$ cat src/rtl/next_hop_select_if.sv
// Bundles the controller handshake, the neighbour-table read port and the result
// outputs of next_hop_select; clock and reset stay outside as plain ports.
interface next_hop_select_if #(
    parameter int WORD_WIDTH = 16,
    parameter int ADDR_WIDTH = 11
);
    logic                  en;
    logic                  start;
    logic [WORD_WIDTH-1:0] MY_NODE_ID;
    logic [ADDR_WIDTH-1:0] base_addr;
    logic [5:0]            neighborCount;
    logic [WORD_WIDTH-1:0] mem_data;
    logic [ADDR_WIDTH-1:0] mem_addr;
    logic                  mem_rd;
    logic [WORD_WIDTH-1:0] destinationID;
    logic [WORD_WIDTH-1:0] bestQ;
    logic                  noValidDest;
    logic                  done;

    modport master (
        output en, start, MY_NODE_ID, base_addr, neighborCount, mem_data,
        input  mem_addr, mem_rd, destinationID, bestQ, noValidDest, done
    );

    modport slave (
        input  en, start, MY_NODE_ID, base_addr, neighborCount, mem_data,
        output mem_addr, mem_rd, destinationID, bestQ, noValidDest, done
    );
endinterface

$ cat src/rtl/next_hop_select.sv
// Scans the neighbour table and selects the neighbour with the highest Q-value.
// Optional macro NEXT_HOP_SKIP_SELF_EN: entries whose ID is this node or 16'hFFFF are skipped.
module next_hop_select #(
    parameter int WORD_WIDTH    = 16,
    parameter int ADDR_WIDTH    = 11,
    parameter int MAX_NEIGHBORS = 32
) (
    input  logic              clock,
    input  logic              rst,
    next_hop_select_if.slave  bus
);
    typedef enum logic [2:0] {
        IDLE  = 3'd0,
        WAIT  = 3'd1,
        RD_ID = 3'd2,
        RD_Q  = 3'd3,
        CMP   = 3'd4
    } state_t;

    localparam logic [5:0]            MAX_N    = 6'(MAX_NEIGHBORS);
    localparam logic [WORD_WIDTH-1:0] ALL_ONES = {WORD_WIDTH{1'b1}};
`ifdef NEXT_HOP_SKIP_SELF_EN
    localparam logic                  SKIP_SELF = 1'b1;
`else
    localparam logic                  SKIP_SELF = 1'b0;
`endif

    state_t                state_q, state_d;
    logic [ADDR_WIDTH-1:0] base_q, base_d;
    logic [WORD_WIDTH-1:0] my_id_q, my_id_d;
    logic [5:0]            n_q, n_d;
    logic [5:0]            idx_q, idx_d;
    logic [WORD_WIDTH-1:0] id_q, id_d;
    logic                  have_q, have_d;
    logic [WORD_WIDTH-1:0] cand_id_q, cand_id_d;
    logic [WORD_WIDTH-1:0] cand_val_q, cand_val_d;
    logic [ADDR_WIDTH-1:0] mem_addr_q, mem_addr_d;
    logic                  mem_rd_q, mem_rd_d;
    logic [WORD_WIDTH-1:0] dest_q, dest_d;
    logic [WORD_WIDTH-1:0] best_q, best_d;
    logic                  no_valid_q, no_valid_d;
    logic                  done_q, done_d;
    logic [5:0]            n_eff_s;
    logic                  eligible_s;

    // Next-state and next-output computation for the scan controller.
    always_comb begin
        state_d    = state_q;
        base_d     = base_q;
        my_id_d    = my_id_q;
        n_d        = n_q;
        idx_d      = idx_q;
        id_d       = id_q;
        have_d     = have_q;
        cand_id_d  = cand_id_q;
        cand_val_d = cand_val_q;
        mem_addr_d = mem_addr_q;
        mem_rd_d   = mem_rd_q;
        dest_d     = dest_q;
        best_d     = best_q;
        no_valid_d = no_valid_q;
        done_d     = done_q;

        if (bus.neighborCount > MAX_N) begin
            n_eff_s = MAX_N;
        end else begin
            n_eff_s = bus.neighborCount;
        end
        eligible_s = !SKIP_SELF || ((id_q != my_id_q) && (id_q != ALL_ONES));

        case (state_q)
            IDLE: begin
                if (bus.en) begin
                    done_d     = 1'b0;
                    no_valid_d = 1'b0;
                    dest_d     = {WORD_WIDTH{1'b0}};
                    best_d     = {WORD_WIDTH{1'b0}};
                    state_d    = WAIT;
                end else begin
                    state_d    = IDLE;
                end
            end
            WAIT: begin
                if (bus.start) begin
                    base_d  = bus.base_addr;
                    my_id_d = bus.MY_NODE_ID;
                    n_d     = n_eff_s;
                    if (n_eff_s == 6'd0) begin
                        no_valid_d = 1'b1;
                        dest_d     = ALL_ONES;
                        best_d     = {WORD_WIDTH{1'b0}};
                        done_d     = 1'b1;
                        state_d    = IDLE;
                    end else begin
                        idx_d      = 6'd0;
                        have_d     = 1'b0;
                        cand_id_d  = {WORD_WIDTH{1'b0}};
                        cand_val_d = {WORD_WIDTH{1'b0}};
                        state_d    = RD_ID;
                    end
                end else begin
                    state_d = WAIT;
                end
            end
            RD_ID: begin
                mem_addr_d = base_q + ADDR_WIDTH'({idx_q, 1'b0});
                mem_rd_d   = 1'b1;
                state_d    = RD_Q;
            end
            RD_Q: begin
                id_d       = bus.mem_data;
                mem_addr_d = base_q + ADDR_WIDTH'({idx_q, 1'b1});
                mem_rd_d   = 1'b1;
                state_d    = CMP;
            end
            CMP: begin
                mem_rd_d = 1'b0;
                // Strictly-greater keeps the earliest entry on equal Q-values.
                if (eligible_s && (!have_q || (bus.mem_data > cand_val_q))) begin
                    have_d     = 1'b1;
                    cand_id_d  = id_q;
                    cand_val_d = bus.mem_data;
                end else begin
                    have_d     = have_q;
                end
                idx_d = idx_q + 6'd1;
                if (idx_d == n_q) begin
                    if (have_d) begin
                        dest_d     = cand_id_d;
                        best_d     = cand_val_d;
                        no_valid_d = 1'b0;
                    end else begin
                        dest_d     = ALL_ONES;
                        best_d     = {WORD_WIDTH{1'b0}};
                        no_valid_d = 1'b1;
                    end
                    done_d  = 1'b1;
                    state_d = IDLE;
                end else begin
                    state_d = RD_ID;
                end
            end
            default: begin
                mem_rd_d = 1'b0;
                state_d  = IDLE;
            end
        endcase
    end

    // State and output registers; reset aborts any scan in progress.
    always_ff @(posedge clock or posedge rst) begin
        if (rst) begin
            state_q    <= IDLE;
            base_q     <= {ADDR_WIDTH{1'b0}};
            my_id_q    <= {WORD_WIDTH{1'b0}};
            n_q        <= 6'd0;
            idx_q      <= 6'd0;
            id_q       <= {WORD_WIDTH{1'b0}};
            have_q     <= 1'b0;
            cand_id_q  <= {WORD_WIDTH{1'b0}};
            cand_val_q <= {WORD_WIDTH{1'b0}};
            mem_addr_q <= {ADDR_WIDTH{1'b0}};
            mem_rd_q   <= 1'b0;
            dest_q     <= {WORD_WIDTH{1'b0}};
            best_q     <= {WORD_WIDTH{1'b0}};
            no_valid_q <= 1'b0;
            done_q     <= 1'b0;
        end else begin
            state_q    <= state_d;
            base_q     <= base_d;
            my_id_q    <= my_id_d;
            n_q        <= n_d;
            idx_q      <= idx_d;
            id_q       <= id_d;
            have_q     <= have_d;
            cand_id_q  <= cand_id_d;
            cand_val_q <= cand_val_d;
            mem_addr_q <= mem_addr_d;
            mem_rd_q   <= mem_rd_d;
            dest_q     <= dest_d;
            best_q     <= best_d;
            no_valid_q <= no_valid_d;
            done_q     <= done_d;
        end
    end

    assign bus.mem_addr      = mem_addr_q;
    assign bus.mem_rd        = mem_rd_q;
    assign bus.destinationID = dest_q;
    assign bus.bestQ         = best_q;
    assign bus.noValidDest   = no_valid_q;
    assign bus.done          = done_q;
endmodule

$ cat src/flat_wrapper.sv
// flat-port wrapper written by rule: the top's interface ports become plain ports
module next_hop_select_flat 
#(
    parameter int WORD_WIDTH    = 16,
    parameter int ADDR_WIDTH    = 11,
    parameter int MAX_NEIGHBORS = 32
)
  (clock, rst, bus_en, bus_start, bus_MY_NODE_ID, bus_base_addr, bus_neighborCount, bus_mem_data, bus_mem_addr, bus_mem_rd, bus_destinationID, bus_bestQ, bus_noValidDest, bus_done);
  next_hop_select_if #(.WORD_WIDTH(WORD_WIDTH), .ADDR_WIDTH(ADDR_WIDTH)) bus_i ();
  input  logic clock;
  input  logic rst;
  input wire logic [$bits(bus_i.en)-1:0] bus_en;
  input wire logic [$bits(bus_i.start)-1:0] bus_start;
  input wire logic [$bits(bus_i.MY_NODE_ID)-1:0] bus_MY_NODE_ID;
  input wire logic [$bits(bus_i.base_addr)-1:0] bus_base_addr;
  input wire logic [$bits(bus_i.neighborCount)-1:0] bus_neighborCount;
  input wire logic [$bits(bus_i.mem_data)-1:0] bus_mem_data;
  output wire logic [$bits(bus_i.mem_addr)-1:0] bus_mem_addr;
  output wire logic [$bits(bus_i.mem_rd)-1:0] bus_mem_rd;
  output wire logic [$bits(bus_i.destinationID)-1:0] bus_destinationID;
  output wire logic [$bits(bus_i.bestQ)-1:0] bus_bestQ;
  output wire logic [$bits(bus_i.noValidDest)-1:0] bus_noValidDest;
  output wire logic [$bits(bus_i.done)-1:0] bus_done;
  assign bus_i.en = bus_en;
  assign bus_i.start = bus_start;
  assign bus_i.MY_NODE_ID = bus_MY_NODE_ID;
  assign bus_i.base_addr = bus_base_addr;
  assign bus_i.neighborCount = bus_neighborCount;
  assign bus_i.mem_data = bus_mem_data;
  assign bus_mem_addr = bus_i.mem_addr;
  assign bus_mem_rd = bus_i.mem_rd;
  assign bus_destinationID = bus_i.destinationID;
  assign bus_bestQ = bus_i.bestQ;
  assign bus_noValidDest = bus_i.noValidDest;
  assign bus_done = bus_i.done;
  next_hop_select #(.WORD_WIDTH(WORD_WIDTH), .ADDR_WIDTH(ADDR_WIDTH), .MAX_NEIGHBORS(MAX_NEIGHBORS)) u_core (.clock(clock), .rst(rst), .bus(bus_i));
endmodule
$ cat config.mk
export PLATFORM = sky130hd
export DESIGN_NAME = next_hop_select_flat
export DESIGN_NICKNAME = d
export VERILOG_FILES = /design/src/rtl/next_hop_select_if.sv /design/src/rtl/next_hop_select.sv /design/src/flat_wrapper.sv
export SDC_FILE = /design/constraint.sdc
export NUM_CORES = 1
export LEC_CHECK = 0
export CAP_MARGIN = 20
export CORE_UTILIZATION = 45
export DETAILED_ROUTE_END_ITERATION = 10
export HOLD_SLACK_MARGIN = 0.15
export PLACE_DENSITY = 0.69
export SKIP_CTS_REPAIR_TIMING = 1
export SLEW_MARGIN = 40
export SYNTH_ARGS = -nofsm -noshare
export SYNTH_HDL_FRONTEND = slang
export SYNTH_SLANG_ARGS = --single-unit
$ cat constraint.sdc
create_clock -name clock -period 3.67 [get_ports clock]
set_clock_uncertainty 0.15 [all_clocks]
set_input_delay 0.5505 -clock clock [delete_from_list [all_inputs] [get_ports clock]]
set_output_delay 0.5505 -clock clock [all_outputs]
set_load 0.005 [all_outputs]
== Yosys cells after proc, flatten, opt, wreduce, memory -nomap -nowiden ==
Index checks and enable logic that the tools add are counted.

* Eq/ne operators: 10
* Mux-type cells: 41
* Order comparisons: 2
* Reduce and logical (&&, ||, !) cells: 12
* $add $sub $neg: 3

{| class="wikitable"
|+ Operator list
! operator !! count
|-
| 16-bit 2-to-1 mux || 13
|-
| 16-bit one-hot mux with 3 select lines || 2
|-
| 16-bit one-hot mux with 2 select lines || 2
|-
| 11-bit by 7-bit adder with 11-bit output || 2
|-
| 11-bit one-hot mux with 2 select lines || 1
|-
| 6-bit 2-to-1 mux || 3
|-
| 16-bit > comparator || 1
|-
| 3-bit one-hot mux with 5 select lines || 1
|-
| 6-bit one-hot mux with 2 select lines || 1
|-
| 1-bit 2-to-1 mux || 11
|-
| 6-bit by 1-bit adder with 6-bit output (second input constant) || 1
|-
| 3-bit by 2-bit == test with 1-bit output (second input constant) || 2
|-
| 6-bit == test || 1
|-
| 6-bit > comparator (second input constant) || 1
|-
| 6-bit logical NOT || 1
|-
| 2-bit 2-to-1 mux || 3
|-
| 2-bit != test (second input constant) || 3
|-
| 1-bit one-hot mux with 3 select lines || 2
|-
| 5-bit AND reduction || 1
|-
| 2-bit by 1-bit != test with 1-bit output (second input constant) || 2
|-
| 1-bit one-hot mux with 2 select lines || 2
|-
| 2-bit nonzero test || 2
|-
| 2-bit OR reduction || 2
|-
| 3-bit by 1-bit == test with 1-bit output (second input constant) || 1
|-
| other kinds (7) || 7
|}

* Output and inout bits: 46
* Logic and storage cells: 82
* Register bits after elaboration: 121

== Longest topological paths before layout ==
* Word-level depth: 7
* Depth in mapped cells: 10

== Worst setup path after synthesis ==
No wires, ideal clock.

* Path kind: input port to flip-flop
* Start point: in bus_mem_data[15]
* End point: reg u_core.cand_id_q[14]
* Arrival time: 2.216 ns
* Path buffers: 2
* Stages: 8
* Path slack: 1.183 ns
* Cells stage by stage: ha_1 > nand4_1 > nor4_1 > a32o_1 > buf_4 > nor2_4 > buf_4 > a22o_1

* Cells in the longest elaborated chain, start to end: 4

{| class="wikitable"
|+ Ends and longest elaborated chain
! element !! line !! source
|-
| from (decl) || flat_wrapper.sv:17 || <nowiki>input wire logic [$bits(bus_i.mem_data)-1:0] bus_mem_data;</nowiki>
|-
| 16-bit > comparator || next_hop_select.sv:119 || <nowiki>if (eligible_s && (!have_q || (bus.mem_data > cand_val_q))) begin</nowiki>
|-
| 1-bit logical OR || next_hop_select.sv:119 ||
|-
| 16-bit 2-to-1 mux || next_hop_select.sv:119 ||
|-
| 16-bit one-hot mux with 2 select lines || next_hop_select.sv:71 || <nowiki>case (state_q)</nowiki>
|-
| to (signal assigned) || next_hop_select.sv:160 || <nowiki>cand_id_q <= {WORD_WIDTH{1'b0}};</nowiki>
|-
| to (signal assigned) || next_hop_select.sv:176 || <nowiki>cand_id_q <= cand_id_d;</nowiki>
|-
| to (decl) || next_hop_select.sv:35 || <nowiki>logic [WORD_WIDTH-1:0] cand_id_q, cand_id_d;</nowiki>
|}

No other way between the ends.
A chain may end at the register's enable or synchronous reset.

== Final worst setup path ==
* Start point: in bus_mem_data[12]
* End point: reg u_core.cand_id_q[8]

The elaborated chain is that of the path after synthesis.

==> results.md <==
- Vertical extent of the die: 118 um
- Type of the most critical hold path: flop to flop
- Cell leakage power: 0.00344 uW
- Number of levels the H-tree was split into: 4
- Part of the total power dissipated in the clock network: 25.2%
- Hold path cells: 2
- Accumulated negative setup slack: 0 ns
- FF-to-FF Start: u_core.state_q[1]
- Number of fillers in the final layout: 1081
- Cell area after technology mapping: 6080 sq um
- Initial core utilization: 46.1%
- Flip-flop and latch count after synthesis: 121
- Sequential cell area fraction in the yosys report: 49.8%
- Sequential group share of total power: 37.9%
- IO Port Bufs: 82
- Data arrival, critical path: 3.23 ns
- R2r setup slk: 0.76 ns
- Reg2Reg Capture Point: u_core.bus.mem_addr[10]
- DRC errors left: 0
- Largest fanout on the critical path: 22
- Post-synthesis net count: 673
- Count of max-cap constraint violations: 0
- Start-to-end type of the worst setup path: input port to flop
- Count of placed standard cells in the final layout, fillers left out: 867
- Library cells used by synthesis: 67
- Clock latency of the later-clocked register in the worst-skew pair: 0.42 ns
- VDD IR-drop max: 0.000351 V
- Core occupancy in the finished layout: 57.9%
- Aggregate global-route resource usage: 21.6%
- Share of the clock period used by the worst path after layout: 82.6%
- Transition at the pin with the smallest max-transition slack: 0.660 ns
- Final worst path period need: 3.03 ns
- Final hold violation count: 0
- Element type at the critical path end: flop
- Status: complete, no violations
- Floorplan die width: 118 um
- Global-route wire length before repair: 23600 um
- Number of placed cells counting well taps: 836
- Share of power burned in combinational logic: 36.9%
- Number of detailed-route iterations in the first pass: 5
- Core outline area: 13200 sq um
- Overall via count from detail_route: 4835
- Routed wirelength normalized by instance count: 16.4 um
- Number of cell rows: 42
- Switching portion of total power: 36.1%
- Grt total ovfl: 0
- Bufs on Longest Clock Path: 2
- Initial DRC Count: 388
- Most instantiated flip-flop cell in the synthesis netlist: dfrtp_1
- Top Ports: 99
- Unrepaired setup endpoints after global routing: no
- Clock Sinks: 121
- Detailed Route WL: 14200 um
- Endpoint, Worst Hold: u_core.bus.mem_addr[2]
- Maximum operating frequency: 330 MHz
- Worst rel slew slack: 56.0%
- Clock tree from TritonCTS: built
- Data required, critical path: 3.87 ns
- Final number of setup-violating endpoints: 0
- Final net count: 757
- Post-synth ARST share: 100%
- Total power draw: 6170 uW
- Number of warnings reported in the yosys synthesis log: 0
- CTS Root Buffer Type: clkbuf_16
- Number of vias per cell after detailed routing: 5.58
- Cts bufs inserted: 17
- Number of cell instances on the worst register-to-register path: 8
- Synthesized instance count: 595
- HPWL reported at the end of detailed placement: 9590 um
- Via count of the first global-routing pass: 4736
- Internal power summed over all cells: 3950 uW
- Antenna violations before repair: 0
- Synthesized area divided by synthesized cell count: 10.2 sq um
- Number of enable-type register cells in the synthesized netlist: 0
- Power Dens Cells: 808 nW/um^2
- Startpoint of the worst hold path: u_core.bus.mem_addr[2]
- Layout overhead on the synthesized area: 25.8%
- Routability cong.: 0.855
- Clock-pin slew reported for the worst setup and hold paths after clock tree synthesis: 0.05 ns
- Startpoint kind of the worst setup timing path: input port
- Net Switching: 2230 uW
- Final count of pins violating max slew: 0
- DRT antenna net count: 0
- Fraction of layout cells with a size suffix above 1: 10.7%
- Overall die area: 14000 sq um
- Maximum number of pins on one net before global-route repair: 122
- Ant diodes: 0
-- how the worst max path moves through the flow --
stage / cells after the start / to / startpoint
finish: 9 / u_core.cand_id_q[8] / bus_mem_data[12]
global route: 9 / u_core.cand_id_q[11] / bus_mem_data[15]
CTS: 9 / u_core.cand_id_q[8] / bus_mem_data[7]
detailed placement: 9 / u_core.cand_id_q[13] / bus_mem_data[12]
global placement: 9 / u_core.cand_val_q[6] / bus_mem_data[15]
floorplan: 8 / u_core.cand_id_q[14] / bus_mem_data[15]
-- flip-flops by register name, summed over array words and instances, names as in the netlist --
signal and flops:
u_core.bus.bestQ 16, u_core.bus.destinationID 16, u_core.cand_id_q 16, u_core.cand_val_q 16, u_core.id_q 16, u_core.base_q 11
u_core.bus.mem_addr 11, u_core.idx_q 6, u_core.n_q 6, u_core.state_q 3, u_core.bus.done 1, u_core.bus.mem_rd 1
u_core.bus.noValidDest 1, u_core.have_q 1
-- cell usage after synthesis (3+ instances only) --
master     count  area (sq um)
nand2_1      113           424
clkbuf_1      11          41.3
nand2b_1       7          43.8
nand3_1       37           185
dfrtp_1      121          3030
buf_2         11          55.1
mux2i_1       17           170
buf_4          6          45.0
o2bb2ai_1      6          52.6
inv_1         29           109
a22o_1        33           289
o21ai_0       31           155
nand4_1        5          31.3
or3_1          3          18.8
o2bb2ai_2     10           150
nor2_1        16          60.1
ha_1          23           288
a21oi_1       26           130
a31oi_1       19           119
a21oi_2        3          26.3
xnor2_1        7          61.3
a21o_1         3          22.5
xor2_1         5          43.8
-- kinds of logic (layout without fill, tap and decap cells) --
group / Yosys count / in the layout / synth area share [%]
AO/OA/AOI/OAI: 154 / 154 / 19.0
adder cells (fa/ha/maj): 25 / 25 / 5.40
multiplexers: 17 / 17 / 2.80
buffers and inverters: 61 / 157 / 4.88
AND/OR/NAND/NOR: 204 / 204 / 15.9
flip-flops: 121 / 121 / 49.8
XOR/XNOR: 13 / 13 / 2.10
-- cell usage in the layout (no fill, tap or decap), types with 3 or more instances in the layout --
cell type	synthesis	routed
nand2b_1	7	7
o2bb2ai_1	6	6
xor2_1	5	5
ha_1	23	23
nand2_1	113	113
clkbuf_8	0	4
a21oi_1	26	26
mux2i_1	17	17
a21o_1	3	3
inv_1	29	28
clkinv_2	0	5
o2bb2ai_2	10	10
nand4_1	5	5
nor2_1	16	16
a22o_1	33	33
xnor2_1	7	7
clkinvlp_4	0	3
clkbuf_16	0	17
a31oi_1	19	19
o21ai_0	31	31
nand3_1	37	37
buf_4	6	12
a21oi_2	3	3
clkdlybuf4s50_1	0	82
or3_1	3	3
dfrtp_1	121	121
-- critical path, stage by stage --
cell and delay, ns:
clkdlybuf4s50_1 0.52, ha_1 0.34, nand4_1 0.17, nor4_1 0.60, a32oi_2 0.19, buf_12 0.22
o21ai_2 0.13, buf_4 0.30, a22o_1 0.19
-- power groups by stage --
stage               clock, uW  sequential [uW]  combinational [uW]
global placement            0             2320                2210
global route             1640             2410                2530
floorplan                   0             2190                1580
finish                   1560             2340                2280
detailed placement          0             2340                2270
CTS                      1580             2330                2290
-- final cells by class --
cell class	instances	area, sq um	area share (%)
multi-input combinational	413	2770	36.2
timing repair buffer	96	951	12.4
clock buffer	23	488	6.38
clock inverter	8	70.1	0.917
sequential	121	3030	39.6
tap	176	220	2.88
inverter	30	116	1.52
-- per-stage QoR --
stage               instance area [sq um]  hold WS [ns]  setup slack [ns]
CTS                                  7630         0.331             0.707
detailed placement                   7080         0.318             0.284
global placement                     7080         0.313             0.330
floorplan                            6080         0.300              1.18
global route                         7640         0.358             0.460
finish                               7640         0.327             0.637
-- routing by layer --
| metal | share of wire [%] | global-route usage (%) | vias up |
|---|---|---|---|
| li1 | - | - | 2289 |
| met1 | 46 | 29.6 | 2368 |
| met2 | 47 | 32.4 | 153 |
| met3 | 5.3 | 4.78 | 25 |
| met4 | 1.9 | 10.3 | 0 |
| met5 | 0 | 0 | - |
Power figures use the tool's default switching activity.
